**config.mk**
```make
export PLATFORM = sky130hd
export DESIGN_NAME = if_prefetch
export DESIGN_NICKNAME = d
export VERILOG_FILES = /design/src/rtl/if_prefetch.sv
export SDC_FILE = /design/constraint.sdc
export NUM_CORES = 1
export LEC_CHECK = 0
export CAP_MARGIN = 20
export CORE_MARGIN = 4
export CORE_UTILIZATION = 61
export DETAILED_ROUTE_END_ITERATION = 8
export HOLD_SLACK_MARGIN = 0.05
export PLACE_DENSITY = 0.84
export SYNTH_ARGS = -nofsm -noshare
export SYNTH_HDL_FRONTEND = slang
export SYNTH_SLANG_ARGS = --single-unit
```
**constraint.sdc**
```tcl
create_clock -name i_clk -period 11.49 [get_ports i_clk]
set_clock_uncertainty 0.15 [all_clocks]
set_input_delay 2.298 -clock i_clk [delete_from_list [all_inputs] [get_ports i_clk]]
set_output_delay 2.298 -clock i_clk [all_outputs]
set_load 0.01 [all_outputs]
```
**src/rtl/if_prefetch.sv**
```systemverilog
// Instruction-fetch front end: owns the fetch PC, issues one outstanding word
// fetch at a time and buffers returned instructions in a DEPTH-entry queue.
module if_prefetch #(
  parameter int              XLEN     = 32,
  parameter logic [XLEN-1:0] PC_RESET = {XLEN{1'b0}},
  parameter int              DEPTH    = 4
) (
  input  logic            i_clk,
  input  logic            i_rst,
  output logic            o_DataReq,
  output logic [XLEN-1:0] o_MemAddr,
  input  logic            i_MemReady,
  input  logic [XLEN-1:0] i_DataBlock,
  output logic            o_valid,
  output logic [XLEN-1:0] o_instr,
  output logic [XLEN-1:0] o_pc,
  output logic            o_ex_inst_addr,
  input  logic            i_ready,
  input  logic            i_redirect,
  input  logic [XLEN-1:0] i_redirect_pc
);

  localparam int              AW      = $clog2(DEPTH);
  localparam int              PW      = AW + 1;
  localparam logic [PW:0]     DEPTH_W = (PW + 1)'(DEPTH);
  localparam logic [XLEN-1:0] PC_STEP = {{(XLEN-3){1'b0}}, 3'b100};
  localparam logic [PW-1:0]   PTR_ONE = {{(PW-1){1'b0}}, 1'b1};

  logic [XLEN-1:0] fetch_pc_r, fetch_pc_s;
  logic [XLEN-1:0] mem_addr_r, mem_addr_s;
  logic            req_pending_r, req_pending_s;
  logic            squash_r, squash_s;
  logic            halted_r, halted_s;
  logic [PW-1:0]   head_r, head_s;
  logic [PW-1:0]   tail_r, tail_s;

  logic [XLEN-1:0] q_instr_r [DEPTH];
  logic [XLEN-1:0] q_pc_r    [DEPTH];
  logic            q_ex_r    [DEPTH];

  logic            wr_en_s;
  logic [AW-1:0]   wr_idx_s;
  logic [XLEN-1:0] wr_instr_s;
  logic [XLEN-1:0] wr_pc_s;
  logic            wr_ex_s;

  logic            valid_s;
  logic            pop_s;
  logic            resp_s;
  logic            accept_s;
  logic            pend_after_s;
  logic            misalign_s;
  logic [PW:0]     occ_s;

  assign valid_s      = (head_r != tail_r);
  assign pop_s        = valid_s & i_ready;
  assign resp_s       = req_pending_r & i_MemReady;
  assign accept_s     = resp_s & ~squash_r;
  assign pend_after_s = req_pending_r & ~i_MemReady;
  assign misalign_s   = (i_redirect_pc[1:0] != 2'b00);

  // Occupancy seen by the issue check: entries after this cycle's pop/push plus any request still in flight.
  assign occ_s = {1'b0, tail_r - head_r}
               - {{PW{1'b0}}, pop_s}
               + {{PW{1'b0}}, accept_s}
               + {{PW{1'b0}}, pend_after_s};

  // Next-state: redirect overrides queue traffic; otherwise push/pop and issue the next sequential fetch.
  always_comb begin
    fetch_pc_s    = fetch_pc_r;
    mem_addr_s    = mem_addr_r;
    req_pending_s = req_pending_r;
    squash_s      = squash_r;
    halted_s      = halted_r;
    head_s        = head_r;
    tail_s        = tail_r;
    wr_en_s       = 1'b0;
    wr_idx_s      = tail_r[AW-1:0];
    wr_instr_s    = i_DataBlock;
    wr_pc_s       = mem_addr_r;
    wr_ex_s       = 1'b0;

    if (i_redirect) begin
      head_s        = {PW{1'b0}};
      fetch_pc_s    = i_redirect_pc;
      req_pending_s = pend_after_s;
      // A held request must still complete; its data is discarded when it does.
      squash_s      = pend_after_s;
      if (misalign_s) begin
        tail_s     = PTR_ONE;
        halted_s   = 1'b1;
        wr_en_s    = 1'b1;
        wr_idx_s   = {AW{1'b0}};
        wr_instr_s = {XLEN{1'b0}};
        wr_pc_s    = i_redirect_pc;
        wr_ex_s    = 1'b1;
      end else begin
        tail_s   = {PW{1'b0}};
        halted_s = 1'b0;
        if (!pend_after_s) begin
          req_pending_s = 1'b1;
          mem_addr_s    = i_redirect_pc;
        end else begin
          req_pending_s = 1'b1;
        end
      end
    end else begin
      head_s = head_r + {{(PW-1){1'b0}}, pop_s};
      if (resp_s) begin
        req_pending_s = 1'b0;
        squash_s      = 1'b0;
        if (!squash_r) begin
          wr_en_s    = 1'b1;
          tail_s     = tail_r + PTR_ONE;
          fetch_pc_s = fetch_pc_r + PC_STEP;
        end else begin
          tail_s = tail_r;
        end
      end else begin
        tail_s = tail_r;
      end
      if (!pend_after_s && !halted_r && (occ_s < DEPTH_W)) begin
        req_pending_s = 1'b1;
        mem_addr_s    = fetch_pc_s;
      end else begin
        mem_addr_s = mem_addr_r;
      end
    end
  end

  // Control state registers with synchronous active-low reset.
  always_ff @(posedge i_clk) begin
    if (!i_rst) begin
      fetch_pc_r    <= PC_RESET;
      mem_addr_r    <= PC_RESET;
      req_pending_r <= 1'b0;
      squash_r      <= 1'b0;
      halted_r      <= 1'b0;
      head_r        <= {PW{1'b0}};
      tail_r        <= {PW{1'b0}};
    end else begin
      fetch_pc_r    <= fetch_pc_s;
      mem_addr_r    <= mem_addr_s;
      req_pending_r <= req_pending_s;
      squash_r      <= squash_s;
      halted_r      <= halted_s;
      head_r        <= head_s;
      tail_r        <= tail_s;
    end
  end

  // Queue storage; cleared on reset so no stale payload survives.
  always_ff @(posedge i_clk) begin
    if (!i_rst) begin
      for (int i = 0; i < DEPTH; i++) begin
        q_instr_r[i] <= {XLEN{1'b0}};
        q_pc_r[i]    <= {XLEN{1'b0}};
        q_ex_r[i]    <= 1'b0;
      end
    end else if (wr_en_s) begin
      q_instr_r[wr_idx_s] <= wr_instr_s;
      q_pc_r[wr_idx_s]    <= wr_pc_s;
      q_ex_r[wr_idx_s]    <= wr_ex_s;
    end
  end

  assign o_DataReq      = req_pending_r;
  assign o_MemAddr      = mem_addr_r;
  assign o_valid        = valid_s;
  assign o_instr        = valid_s ? q_instr_r[head_r[AW-1:0]] : {XLEN{1'b0}};
  assign o_pc           = valid_s ? q_pc_r[head_r[AW-1:0]]    : {XLEN{1'b0}};
  assign o_ex_inst_addr = valid_s ? q_ex_r[head_r[AW-1:0]]    : 1'b0;

endmodule

```
# Word level (Yosys, flattened, before mapping)
# Memories as Yosys holds them, arrays and structs flattened. A register that Yosys moved wholly into a read port is not among the register bits.
# Index checks and enable logic that the tools add are counted.
# W data, S select, Z words.
[word_totals]
ff_bits = 73
ram_bits = 260
inputBits = 69
out_inout_bits = 99
word_cells = 89
mem_count = 3
[op_classes]
add_sub_neg = 7
n_lt_le_gt_ge = 1
eq_ne = 4
n_mux = 46
n_bitwise = 7
n_reduce_logical = 14
[memory_table]
columns = ["name", "depth", "width", "read_ports", "rd_clocked_by_memory_dff", "wr", "line", "text"]
rows = [
  ["q_instr_r", 4, 32, 1, 1, 4, "37", "logic [XLEN-1:0] q_instr_r [DEPTH];"],
  ["q_pc_r", 4, 32, 1, 1, 4, "38", "logic [XLEN-1:0] q_pc_r [DEPTH];"],
  ["q_ex_r", 4, 1, 1, 1, 4, "39", "logic q_ex_r [DEPTH];"],
]
[ops]
columns = ["op", "n"]
rows = [
  ["$mux W32", 15],
  ["$reduce_or A32 Y1", 2],
  ["$add A32 B3 Y32 const B", 1],
  ["$mux W1", 20],
  ["$mux W2", 8],
  ["$mux W3", 3],
  ["$add A4 B1 Y4", 2],
  ["$ne A2 B2 Y1 const B", 3],
  ["$reduce_bool A2 Y1", 3],
  ["$and A1 B1 Y1", 4],
  ["$lt A4 B3 Y1 const B", 1],
  ["$sub A3 B1 Y4", 1],
  ["$add A3 B1 Y3", 1],
  ["$add A3 B1 Y3 const B", 1],
  ["$ne A3 B3 Y1", 1],
  ["$not A1 Y1", 3],
  ["$reduce_and A3 Y1", 1],
  ["$reduce_bool A3 Y1", 1],
  ["$sub A3 B3 Y3", 1],
  ["$logic_and A1 B1 Y1", 2],
  ["$logic_not A1 Y1", 2],
  ["$reduce_and A2 Y1", 1],
  ["$reduce_or A2 Y1", 1],
  ["$reduce_or A1 Y1", 1],
]

# Logic depth before layout (Yosys ltp)
[depth]
ltp_word = 9
ltp_mapped = 18
ltp_nobuf = 13

# Worst setup path after synthesis
# No wires, ideal clock.
[synth_path]
kind = "input to register"
start = "input i_redirect"
end = "memory q_instr_r[1][0] (enable)"
setup_ns = 0.577
arrival_ns = 7.608
setup_slack_ns = 3.155
cell_stages = 6
n_path_buf = 2
cell_sequence = "buf_2 > inv_2 > nor2_1 > o21ai_0 > clkbuf_1 > o21ai_0"
[synth_rtl]
columns = ["item", "line", "text"]
rows = [
  ["start, declared", "19", "input logic i_redirect,"],
  ["end, declared", "37", ""],
]

# Worst setup path in the final report
[layout_path]
start = "register head_r[1]"
end = "output o_instr[19]"
[layout_between]
elab_chain_cells = 2
[layout_rtl]
columns = ["item", "line", "text"]
rows = [
  ["start, declared", "34", "logic [PW-1:0] head_r, head_s;"],
  ["start signal, assigned", "139", "head_r <= {PW{1'b0}};"],
  ["start signal, assigned", "147", "head_r <= head_s;"],
  ["$ne A3 B3 Y1", "55", "assign valid_s = (head_r != tail_r);"],
  ["$mux W32", "170", "assign o_instr = valid_s ? q_instr_r[head_r[AW-1:0]] : {XLEN{1'b0}};"],
  ["end, declared", "15", "output logic [XLEN-1:0] o_instr,"],
]
# Every way passes these cells.

==> results.yml <==
critical_path:
  worstReg2RegEnd: "o_MemAddr[13]"
  worst_setup_path_end_kind: "primary output"
  reg2regPathDepth: 14
  r2r_slack_ns: 7.25
  critPathLaunchType: "flop"
  required_ns: 9.04
  criticalPathCategory: "reg2out"
  rr_startpoint: "head_r[1]"
  cp_max_fo: 67
  cp.arrival_ns: 3.40
sta:
  drv_slew: 0
  setup_viol: 0
  timing.slew.headroom_pct: 32.3
  finalCritPeriodShare_pct: 50.9
  max_freq_ghz: 0.171
  worstMarginPinSlew_ns: 1.02
  tns_ns: 0
  fin_crit_ns: 5.85
  hold_violations: 0
  rsz0062_at_grt: "false"
clock_tree:
  cts_buffers: 34
  worstSkewPairLatency_ns: 0.50
  htree_num_levels: 2
  ctsResizeCount: 0
  clock-root-buffer: "clkbuf_16"
  cts.sinks: 333
  cts_tree: "yes"
  clk_pin_slew_ns: 0.06
  holdBufCountCts: 0
  clk_path_buf_depth: 3
  post-cts-setup-buffer-count: 0
power_and_ir_drop:
  power_switching_uw: 639
  switching_share_pct: 23.0
  internal_power_uw: 2150
  p_seq_share_pct: 49.9
  p_comb_share_pct: 10.4
  peakVddDrop_mv: 0.132
  clkPwrFrac_pct: 39.7
  finalPower_uw: 2780
  p_leak_uw: 0.00669
  power_density_nw_per_um2: 152
synthesis:
  synth_cells: 1187
  yosysUniqueCellTypes: 55
  ys_top_cells_by_area: "edfxtp_1 51%, dfxtp_1 10%, mux4_2 9.6%, and2_1 8.4%, nor2_1 2.3%"
  netlist.area_leader.share_pct: 50.6
  syn_area_um2: 15300
  synth_enable_flop_cells: 257
  yosysTopAreaCell: "edfxtp_1"
  synth_warnings: 0
  ys.flop_type: "edfxtp_1"
  syn-mean-instance-area_um2: 12.9
  syn_nets: 1265
  ys_ff_latch: 333
  postSynth.asyncResetShare_pct: 0
  yosysSeqAreaShare_pct: 60.5
route:
  ant_nets: 0
  first_iter_violations: 866
  vias: 9822
  drtPass1Iterations: 7
  drc: 0
  viasPerCell: 5.88
  routedWlPerCell_um: 20.4
  wl_um: 34100
floorplanning:
  core_um2: 24500
  die_width_um: 166
  die_area_um2: 27600
  start_util_pct: 62.4
  io_pins: 168
  die_height_um: 166
  fp-row-count: 57
layout:
  final_cell_count_no_fill: 1671
  nFillCells: 1545
  drive_gt1_share_pct: 12.2
  final_cell_mix: "257 x edfxtp_1, 206 x and2_1, 166 x clkdlybuf4s50_1"
  num-nets-final: 1400
  syn2layout_area_growth_pct: 20.1
  n_antenna_cell: 0
  final_design_area_no_fill_um2: 18300
  final_common_cell: "edfxtp_1"
global_routing:
  grt_pass1_vias: 9868
  grt_max_degree: 93
  grt_usage_pct: 24.5
  antenna_found_initial: 0
  grt_first_pass_wirelength_um: 54500
  grt_overflow: 0
min_path:
  min_path_cells: 2
  worstHoldPathType: "reg2reg"
  hold-path-endpoint: "q_ex_r[1]"
  hold_start: "q_ex_r[1]"
placement:
  gp_congestion: 0.886
  dp_cells: 1608
  dpl_cell_area_um2: 17200
  hpwl_um: 20100
  io_buffers: 167
run:
  drv_cap: 0
run_status:
  outcome: "completed"
[power groups by stage]
| stage | clock (µW) | combinational, µW | sequential (µW) |
|---|---|---|---|
| 2_1_floorplan | 0 | 159 | 1410 |
| 3_3_place_gp | 0 | 283 | 1410 |
| 3_5_place_dp | 0 | 287 | 1420 |
| 4_1_cts | 1120 | 289 | 1390 |
| 5_1_grt | 1170 | 312 | 1400 |
| 6_report | 1100 | 289 | 1390 |
[flip-flops by register name, indices dropped and copies added, names as in the netlist]
register and cells:
q_instr_r 128, q_pc_r 128, head_r 3, halted_r 1
squash_r 1, o_MemAddr 32, fetch_pc_r 32, o_DataReq 1
tail_r 3, q_ex_r 4
[stage by stage]
| step | hold slack [ns] | setup WS, ns | util, % |
|---|---|---|---|
| after floorplan | 0.255 | 3.16 | - |
| after global placement | 0.262 | 5.73 | 70.2 |
| after detailed placement | 0.290 | 5.56 | 70.2 |
| after CTS | 0.313 | 4.89 | 74.8 |
| after global routing | 0.338 | 5.39 | 74.9 |
| final | 0.314 | 5.64 | 74.9 |
[final cells by class]
| class | count | area [µm²] | area share [%] |
|---|---|---|---|
| Clock buffer | 42 | 910 | 4.96 |
| Tap cell | 324 | 405 | 2.21 |
| Sequential cell | 333 | 9250 | 50.5 |
| Multi-Input combinational cell | 755 | 5690 | 31.1 |
| Clock inverter | 19 | 208 | 1.13 |
| Inverter | 15 | 56.3 | 0.307 |
| Timing Repair Buffer | 183 | 1810 | 9.86 |
[cells in the mapped netlist, types with 2 or more instances]
cell	count
nor2_1	95
ha_1	8
nand4_1	15
o21ai_0	26
o211ai_1	10
xnor2_1	19
nand2b_1	11
nand2_1	77
o211a_1	5
nor3_1	67
and3_1	16
mux2i_1	32
buf_2	13
edfxtp_1	257
a21o_1	7
buf_4	2
nor4_1	2
mux4_2	65
clkbuf_1	64
nand3_1	20
buf_1	4
xor2_1	14
dfxtp_1	76
a211oi_2	5
and2_1	206
o31ai_1	2
o21ai_1	2
inv_1	13
a21oi_1	28
[cells by family (layout without fill, tap and decap cells)]
group | count (synthesis) | in the layout | synth area share [%]
and+or+nand+nor | 522 | 522 | 18.2
buffers and inverters | 99 | 259 | 2.64
adders and majority gates | 9 | 9 | 0.787
xor gates and xnor gates | 35 | 35 | 2.16
DFF | 333 | 333 | 60.5
muxes | 97 | 97 | 11.7
AOI/OAI and AO/OA | 92 | 92 | 3.97
[worst max-delay path, stage by stage, from the launching register on]
cell	delay, ns
dfxtp_4	0.97
inv_1	0.26
ha_1	0.41
nand3_2	0.29
buf_12	0.28
and2_1	0.16
clkdlybuf4s50_1	0.47
[worst max-delay path by stage]
stage          startpoint         endpoint  slack [ns]
5_1_grt         head_r[1]      o_instr[17]        5.39
2_1_floorplan  i_redirect  q_instr_r[1][0]        3.16
4_1_cts         head_r[1]         o_pc[10]        4.89
3_3_place_gp   i_redirect  q_instr_r[1][9]        5.73
3_5_place_dp    head_r[1]         o_pc[10]        5.56
6_report        head_r[1]      o_instr[19]        5.64
[layer usage]
layer | wire length, µm | up-vias | GRT usage (%)
met1 | 14500 | 4842 | 35.2
met4 | 521 | 0 | 5.27
met3 | 2370 | 45 | 4.36
li1 | - | 4573 | -
met2 | 16700 | 362 | 40.0
met5 | 0 | - | 0
No activity file was read; power rests on OpenSTA's default activity.
